<file path="src/rtl/sys_ctrl.sv">
// Byte-framed register-file controller behind a UART: 0xAA,ADDR,DATA writes; 0xBB,ADDR reads and replies.
// Optional macro SYS_CTRL_WR_ACK_EN makes every committed write reply with an 0x55 acknowledge byte.
module sys_ctrl #(
    parameter int WIDTH      = 8,
    parameter int ADDR_WIDTH = 4,
    parameter int TIMEOUT    = 1024
) (
    input  logic             CLK,
    input  logic             RST,
    input  logic [WIDTH-1:0] RX_P_DATA,
    input  logic             RX_D_VLD,
    input  logic             TX_BUSY,
    output logic [WIDTH-1:0] TX_P_DATA,
    output logic             TX_D_VLD,
    output logic             CMD_ERR,
    output logic [2:0]       o_dbg_state
);

    localparam int DEPTH = 2 ** ADDR_WIDTH;
    localparam int CNT_W = $clog2(TIMEOUT + 1);
    localparam logic [CNT_W-1:0] TO_VAL = CNT_W'(TIMEOUT);
    localparam logic [WIDTH-1:0] OP_WR  = WIDTH'(8'hAA);
    localparam logic [WIDTH-1:0] OP_RD  = WIDTH'(8'hBB);
    localparam logic [WIDTH-1:0] ACK    = WIDTH'(8'h55);

    typedef enum logic [2:0] {
        IDLE    = 3'd0,
        WR_ADDR = 3'd1,
        WR_DATA = 3'd2,
        RD_ADDR = 3'd3,
        TX_SEND = 3'd4,
        TX_WAIT = 3'd5
    } state_t;

    state_t                r_state;
    state_t                w_state_nxt;
    logic [WIDTH-1:0]      r_regs [DEPTH];
    logic [ADDR_WIDTH-1:0] r_addr;
    logic [CNT_W-1:0]      r_cnt;
    logic [WIDTH-1:0]      r_tx_data;
    logic                  r_cmd_err;

    logic                  w_err;
    logic                  w_wr_en;
    logic                  w_addr_latch;
    logic                  w_tx_load;
    logic [WIDTH-1:0]      w_tx_val;
    logic                  w_tx_vld;
    logic                  w_in_frame;
    logic                  w_timeout;
    logic                  w_addr_ok;
    logic [ADDR_WIDTH-1:0] w_rx_addr;

    assign w_rx_addr = RX_P_DATA[ADDR_WIDTH-1:0];
    assign w_addr_ok = ((RX_P_DATA >> ADDR_WIDTH) == '0);
    assign w_timeout = (r_cnt == TO_VAL);

    always_ff @(posedge CLK or negedge RST) begin
        if (!RST) begin
            r_state <= IDLE;
        end else begin
            r_state <= w_state_nxt;
        end
    end

    // A byte always takes priority over a timeout that expires on the same cycle.
    always_comb begin
        w_state_nxt  = r_state;
        w_err        = 1'b0;
        w_wr_en      = 1'b0;
        w_addr_latch = 1'b0;
        w_tx_load    = 1'b0;
        w_tx_val     = '0;
        w_tx_vld     = 1'b0;
        w_in_frame   = 1'b0;
        case (r_state)
            IDLE: begin
                if (RX_D_VLD) begin
                    if (RX_P_DATA == OP_WR) begin
                        w_state_nxt = WR_ADDR;
                    end else if (RX_P_DATA == OP_RD) begin
                        w_state_nxt = RD_ADDR;
                    end else begin
                        w_err = 1'b1;
                    end
                end
            end
            WR_ADDR: begin
                w_in_frame = 1'b1;
                if (RX_D_VLD) begin
                    if (w_addr_ok) begin
                        w_addr_latch = 1'b1;
                        w_state_nxt  = WR_DATA;
                    end else begin
                        w_err       = 1'b1;
                        w_state_nxt = IDLE;
                    end
                end else if (w_timeout) begin
                    w_err       = 1'b1;
                    w_state_nxt = IDLE;
                end
            end
            WR_DATA: begin
                w_in_frame = 1'b1;
                if (RX_D_VLD) begin
                    w_wr_en = 1'b1;
`ifdef SYS_CTRL_WR_ACK_EN
                    w_tx_load   = 1'b1;
                    w_tx_val    = ACK;
                    w_state_nxt = TX_SEND;
`else
                    w_state_nxt = IDLE;
`endif
                end else if (w_timeout) begin
                    w_err       = 1'b1;
                    w_state_nxt = IDLE;
                end
            end
            RD_ADDR: begin
                w_in_frame = 1'b1;
                if (RX_D_VLD) begin
                    if (w_addr_ok) begin
                        w_addr_latch = 1'b1;
                        w_tx_load    = 1'b1;
                        w_tx_val     = r_regs[w_rx_addr];
                        w_state_nxt  = TX_SEND;
                    end else begin
                        w_err       = 1'b1;
                        w_state_nxt = IDLE;
                    end
                end else if (w_timeout) begin
                    w_err       = 1'b1;
                    w_state_nxt = IDLE;
                end
            end
            TX_SEND: begin
                w_err = RX_D_VLD;
                if (!TX_BUSY) begin
                    w_tx_vld    = 1'b1;
                    w_state_nxt = TX_WAIT;
                end
            end
            TX_WAIT: begin
                w_err = RX_D_VLD;
                if (TX_BUSY) begin
                    w_state_nxt = IDLE;
                end
            end
            default: begin
                w_state_nxt = IDLE;
            end
        endcase
    end

    always_ff @(posedge CLK or negedge RST) begin
        if (!RST) begin
            r_addr    <= '0;
            r_cnt     <= '0;
            r_tx_data <= '0;
            r_cmd_err <= 1'b0;
            for (int i = 0; i < DEPTH; i++) begin
                r_regs[i] <= '0;
            end
        end else begin
            // Back-to-back errors collapse so the flag never stays high two cycles.
            r_cmd_err <= w_err & ~r_cmd_err;
            if (w_in_frame && !RX_D_VLD && !w_timeout) begin
                r_cnt <= r_cnt + CNT_W'(1);
            end else begin
                r_cnt <= '0;
            end
            if (w_addr_latch) begin
                r_addr <= w_rx_addr;
            end
            if (w_wr_en) begin
                r_regs[r_addr] <= RX_P_DATA;
            end
            if (w_tx_load) begin
                r_tx_data <= w_tx_val;
            end
        end
    end

    assign TX_P_DATA   = r_tx_data;
    assign TX_D_VLD    = w_tx_vld;
    assign CMD_ERR     = r_cmd_err;
    assign o_dbg_state = r_state;

endmodule

</file>
<file path="config.mk">
export PLATFORM = sky130hd
export DESIGN_NAME = sys_ctrl
export DESIGN_NICKNAME = d
export VERILOG_FILES = /design/src/rtl/sys_ctrl.sv
export SDC_FILE = /design/constraint.sdc
export NUM_CORES = 1
export LEC_CHECK = 0
export ABC_AREA = 1
export CELL_PAD_IN_SITES_DETAIL_PLACEMENT = 0
export CELL_PAD_IN_SITES_GLOBAL_PLACEMENT = 2
export CORE_MARGIN = 10
export CORE_UTILIZATION = 36
export DETAILED_ROUTE_END_ITERATION = 16
export GPL_ROUTABILITY_DRIVEN = 0
export GPL_TIMING_DRIVEN = 0
export PLACE_DENSITY = 0.82
export RECOVER_POWER = 25
export SLEW_MARGIN = 20
export SYNTH_ARGS = -nofsm -noshare
export SYNTH_HDL_FRONTEND = slang
export SYNTH_SLANG_ARGS = --single-unit
</file>
<file path="constraint.sdc">
create_clock -name CLK -period 2.1 [get_ports CLK]
set_input_delay 0.42 -clock CLK [delete_from_list [all_inputs] [get_ports CLK]]
set_output_delay 0.42 -clock CLK [all_outputs]
set_load 0.02 [all_outputs]
</file>
==> run_results.csv, run 1 <==
group,metric,value,unit
routing,first_pass_iters,4,
finish,fillers,2198,
logic_synthesis,yosys_warnings,0,
sta,period_share,97.2,%
logic_synthesis,synth_top_area_cell,"dfrtp_1",
sta,slew_headroom,35.1,%
logic_synthesis,syn-num-nets,1019,
sta,tightest_slew,0.974,ns
critical_path,worst-path-max-fanout,10,
finish,multiInputGateArea,0.00319,sq mm
critical_path,endpoint_kind,"flop",
routing,post_drt_wl_per_cell,17.1,um
finish,diodes,0,
cts,clkLatencyLatePin,0.42,ns
critical_path,arrival,2.40,ns
sta,drv_slew,0,
logic_synthesis,syn_area_per_cell,7.66,sq um
sta,fin_crit,2.04,ns
critical_path,worstReg2RegStart,"o_dbg_state[2]",
pwr,finalPower,9.19,mW
logic_synthesis,synth_commonest_cells,"nand2_1, dfrtp_1, o21ai_0",
logic_synthesis,synth.most_common_cell,"nand2_1",
logic_synthesis,synth_area_leaders,"dfrtp_1, nand2_1, o21ai_0, inv_1, nand3_1",
place,port_buffers,22,
routing,vias,6439,
global_routing,grt_max_degree,93,
place,hpwl,16000,um
cts,cts_made_buffers,17,
critical_path,path_class,"in2reg",
global_routing,grt_pass1_vias,6340,
routing,drt_iter0_drc,518,
cts,clock-sinks,155,
min_path,hold_path_class,"reg2reg",
global_routing,grt_pass1_wl,36800,um
pwr,p_leak,4.29,nW
cts,htree_levels,4,
finish,syn_to_final_growth,16.6,%
critical_path,reg2reg_depth,9,
cts,cts_tree,"yes",
floorplan,die_h,166,um
sta,setup_violations,0,
critical_path,cp-endpoint,"TX_P_DATA[2]",
critical_path,r2r_setup_slack,0.19,ns
sta,final_hold_viol_count,0,
floorplan,die-area,0.0276,sq mm
finish,nets,1065,
floorplan,die_w,166,um
sta,clock_skew,0.00669,ns
logic_synthesis,synthFlopType,"dfrtp_1",
cts,cts_root_buf,"clkbuf_16",
cts,cts_buffer_depth,2,
logic_synthesis,synthDominantCellAreaShare,50.4,%
critical_path,r2r-end,"r_regs[30]",
cts,clk_transition_reported_paths,0.06,ns
floorplan,ios,25,
pwr,ir_drop,560,uV
logic_synthesis,ys_async_sr_fraction,100,%
pwr,powerDensity,1020,mW/mm^2
routing,drc,0,
finish,seqCellArea,0.00388,sq mm
global_routing,antenna_found_initial,0,
global_routing,grt_overflow,0,
logic_synthesis,synth_cell_types,28,
logic_synthesis,seq_area_frac_synth,50.4,%
logic_synthesis,syn-cell-area,0.00770,sq mm
finish,drive_gt1_share,10.1,%
global_routing,grt.total_usage,16.7,%
sta,clock.fmax,0.490,GHz
outcome,run_status,"completed",
critical_path,cp-start-kind,"input pin",
sta,layout_setup_ws,0.0590,ns
place,preCtsSetupSlack,-0.711,ns
routing,routed_wl,22900,um
logic_synthesis,syn_inst,1005,
critical_path,crit_start,"RX_P_DATA[0]",
floorplan,start_util,36.6,%
floorplan,placementRows,53,
routing,vias_per_cell,4.81,
sta,rsz0062_at_grt,"yes",
floorplan,core_area,0.0210,sq mm
job,drv_cap,0,
critical_path,crit_required,2.46,ns
logic_synthesis,synth_edf_count,0,
routing,antenna_left,0,
logic_synthesis,synth-seq-cells,155,
-- critical path: stages --
cell	delay [ns]
clkdlybuf4s50_1	0.57
buf_2	0.30
nand2_1	0.11
inv_1	0.22
nand2_1	0.11
nand3_1	0.18
nor2_1	0.08
nor2_1	0.22
nor2_1	0.09
nor2_1	0.09
-- power by group --
part / leakage (nW) / switching, mW / total, mW / internal, mW
combinational: 1.87 / 1.25 / 1.98 / 0.730
sequential: 2.12 / 0.378 / 3.95 / 3.57
clock: 0.301 / 1.30 / 3.25 / 1.95
total: 4.29 / 2.94 / 9.19 / 6.25
-- kinds of logic (layout without fill, tap and decap cells) --
group / after synthesis / count (layout) / synth area share (%)
buffers and inverters: 148 / 207 / 8.51
AO/OA/AOI/OAI: 149 / 149 / 10.0
adder cells (fa/ha/maj): 2 / 2 / 0.325
XOR/XNOR: 2 / 2 / 0.227
AND/OR/NAND/NOR: 549 / 549 / 30.6
flip-flops: 155 / 155 / 50.4
-- registers in the layout, indices dropped and copies added (netlist names) --
name,cells
CMD_ERR,1
TX_P_DATA,8
o_dbg_state,3
r_addr,4
r_cnt,11
r_regs,128
-- metrics by stage --
stage / instances / hold WS, ns / setup TNS [ns] / util [%] / cell area (sq um)
2_1_floorplan: 1005 / 0.124 / 0 / - / 7700
3_3_place_gp: 1302 / 0.461 / -963.41 / 39.3 / 8270
3_5_place_dp: 1303 / 0.406 / -9.31 / 39.5 / 8300
4_1_cts: 1336 / 0.484 / 0 / 42.5 / 8940
5_1_grt: 1339 / 0.499 / -0.0142 / 42.7 / 8980
6_report: 1339 / 0.483 / 0 / 42.7 / 8980
-- worst min-delay path by stage --
| stage | start | endpoint | slack (ns) | cells past startpoint |
|---|---|---|---|---|
| finish | r_regs[38] | r_regs[38] | 0.48 | 2 |
| global route | r_regs[94] | r_regs[94] | 0.50 | 2 |
| CTS | r_regs[38] | r_regs[38] | 0.48 | 2 |
| detailed placement | RST | r_cnt[6] | 0.41 | 1 |
| global placement | r_regs[92] | r_regs[92] | 0.46 | 2 |
| floorplan | RST | CMD_ERR | 0.12 | 0 |
-- what timing repair did --
item | CTS | global route
resized for setup | 7 | 15
buffers inserted | 0 | 3
pin swaps | 0 | 1
hold endpoints to repair | 63 | 0
hold buffers | 1 | 0
endpoints found under the setup margin | 9 | 8
-- placed cells by master (no fill, tap or decap), drive strengths merged --
cell type,n
nand2,371
dfrtp,155
o21ai,144
inv,99
nor2,81
nand3,66
clkbuf,44
buf,31
clkdlybuf4s50,20
nor3,13
or2,8
nand4,8
clkinv,6
a21oi,5
bufinv,3
xor2,2
clkinvlp,2
ha,2
nor3b,1
nor4,1
dlygate4sd3,1
dlygate4sd2,1
-- routing by layer --
| layer | track usage (%) | up-vias | routed length [um] |
|---|---|---|---|
| met1 | 24.3 | 3064 | 11800 |
| met4 | 3.74 | 0 | 204 |
| met5 | 0 | - | 0 |
| met2 | 25.2 | 106 | 10100 |
| met3 | 3.01 | 15 | 808 |
| li1 | - | 3254 | - |
-- final cells by class --
cell class	count	area share [%]
clock buffers	20	5.09
inverters	98	4.19
flip-flops and latches	155	43.2
well taps	275	3.83
clock inverters	12	1.83
multi-input cells	702	35.5
repair buffers	27	3.00
plain buffers	50	3.40
(Power assumes the default switching activity.)
==> inputs of run 2 (changes only) <==
--- a/config.mk
+++ b/config.mk
@@ -13,7 +13,7 @@
 export DETAILED_ROUTE_END_ITERATION = 16
 export GPL_ROUTABILITY_DRIVEN = 0
 export GPL_TIMING_DRIVEN = 0
-export PLACE_DENSITY = 0.82
+export PLACE_DENSITY_LB_ADDON = 0.25
 export RECOVER_POWER = 25
 export SLEW_MARGIN = 20
 export SYNTH_ARGS = -nofsm -noshare
==> run_results.csv, run 2 (synthesized netlist as in run 1, its figures left out) <==
group,metric,value,unit
pwr,ir_drop,616,uV
place,port_buffers,22,
finish,diodes,0,
place,postPlaceCellArea,0.00830,sq mm
floorplan,start_util,36.6,%
cts,clk_transition_reported_paths,0.06,ns
job,drv_cap,0,
global_routing,grt_max_degree,91,
floorplan,ios,25,
cts,cts_buffer_depth,2,
finish,syn_to_final_growth,16.2,%
cts,cts_tree,"yes",
routing,vias_per_cell,4.81,
finish,drive_gt1_share,9.80,%
floorplan,core_area,0.0210,sq mm
cts,htree_levels,4,
finish,largest_reg_flops,128,
place,preCtsSetupSlack,-0.696,ns
finish,regMostFlops,"r_regs",
pwr,p_leak,4.28,nW
critical_path,crit_required,1.68,ns
global_routing,grt_pass1_vias,6267,
sta,tightest_slew,0.977,ns
global_routing,antenna_found_initial,0,
sta,rsz0062_at_grt,"no",
sta,layout_setup_ws,0.140,ns
routing,drc,0,
finish,final_common_cell,"nand2_1",
finish,nets,1063,
sta,fin_crit,1.96,ns
sta,clock_skew,0.0103,ns
finish,instances_no_fill,1336,
routing,routed_wl,23300,um
finish,final_cell_mix,"nand2_1, dfrtp_1, o21ai_0",
critical_path,arrival,1.54,ns
critical_path,endpoint_kind,"primary output",
sta,slew_headroom,34.9,%
sta,setup_violations,0,
sta,tns,0,ns
place,hpwl,16100,um
routing,vias,6432,
finish,utilization,42.6,%
critical_path,path_class,"reg2out",
critical_path,cp-start-kind,"flop",
routing,first_pass_iters,6,
sta,holdWs,0.481,ns
sta,final_hold_viol_count,0,
finish,fillers,2202,
floorplan,placementRows,53,
critical_path,r2r_setup_slack,0.17,ns
min_path,hold_path_class,"reg2reg",
outcome,run_status,"completed",
global_routing,grt_pass1_wl,36800,um
routing,post_drt_wl_per_cell,17.4,um
pwr,powerDensity,1030,mW/mm^2
cts,clkLatencyLatePin,0.43,ns
critical_path,worst-path-max-fanout,6,
floorplan,die_h,166,um
finish,multiInputGateArea,0.00319,sq mm
cts,cts_made_buffers,17,
sta,clock.fmax,0.510,GHz
cts,clock-sinks,155,
sta,drv_slew,0,
sta,period_share,93.3,%
pwr,finalPower,9.18,mW
floorplan,die_w,166,um
routing,drt_iter0_drc,453,
routing,antenna_left,0,
finish,final_cell_area,0.00895,sq mm
place,dp.cells,1303,
global_routing,grt.total_usage,16.9,%
floorplan,die-area,0.0276,sq mm
cts,cts_root_buf,"clkbuf_16",
global_routing,grt_overflow,0,
finish,seqCellArea,0.00388,sq mm
-- run 2: cell count changes in the layout (fill, tap and decap cells not counted), moves of 2 or more --
| cell | previous run | this run |
|---|---|---|
| clkinv_4 | 5 | 1 |
| buf_2 | 12 | 9 |
| buf_4 | 7 | 4 |
| clkbuf_2 | 1 | 3 |
| inv_6 | 3 | 5 |
-- run 2: layer usage --
| metal | part of all wire [%] | routed length (um) | vias to the layer above | global-route usage (%) |
|---|---|---|---|---|
| li1 | - | - | 3250 | - |
| met1 | 52 | 12200 | 3069 | 24.7 |
| met2 | 44 | 10200 | 100 | 25.1 |
| met3 | 2.9 | 678 | 13 | 2.89 |
| met4 | 0.80 | 187 | 0 | 4.24 |
| met5 | 0 | 0 | - | 0 |
-- run 2: power by group --
part	total, mW	internal, mW	switching (mW)
Clock	3.23	1.91	1.32
Sequential	3.96	3.57	0.386
Combinational	2.00	0.727	1.27
Total	9.18	6.21	2.98
-- run 2: layout make-up --
| type | count | share of cell area [%] |
|---|---|---|
| well taps | 275 | 3.84 |
| clock buffers | 18 | 4.91 |
| repair buffers | 25 | 2.88 |
| plain buffers | 50 | 3.40 |
| multi-input cells | 702 | 35.6 |
| clock inverters | 13 | 1.86 |
| flip-flops and latches | 155 | 43.3 |
| inverters | 98 | 4.19 |
-- run 2: worst paths after layout --
path / start / endpoint / cells after the start
setup / recovery: o_dbg_state[0] / TX_D_VLD / 4
hold / removal: r_regs[37] / r_regs[37] / 2
setup reg to reg: o_dbg_state[2] / r_regs[30] / 9
hold reg to reg: r_regs[37] / r_regs[37] / 2
max in group asynchronous: RST / r_regs[100] / 3
min in group asynchronous: RST / r_cnt[5] / 2
-- run 2: repair_timing --
item	4_1_cts	5_1_grt
hold buffers	1	0
pin swaps	1	0
endpoints found under the hold margin	65	0
buffers inserted	1	0
endpoints found under the setup margin	9	8
gates cloned	0	0
gates resized for setup	8	14
-- run 2: critical path: stages (launching register included) --
cell	delay, ns
dfrtp_1	0.44
inv_1	0.13
nand2_1	0.08
nor3_1	0.13
clkdlybuf4s15_1	0.33
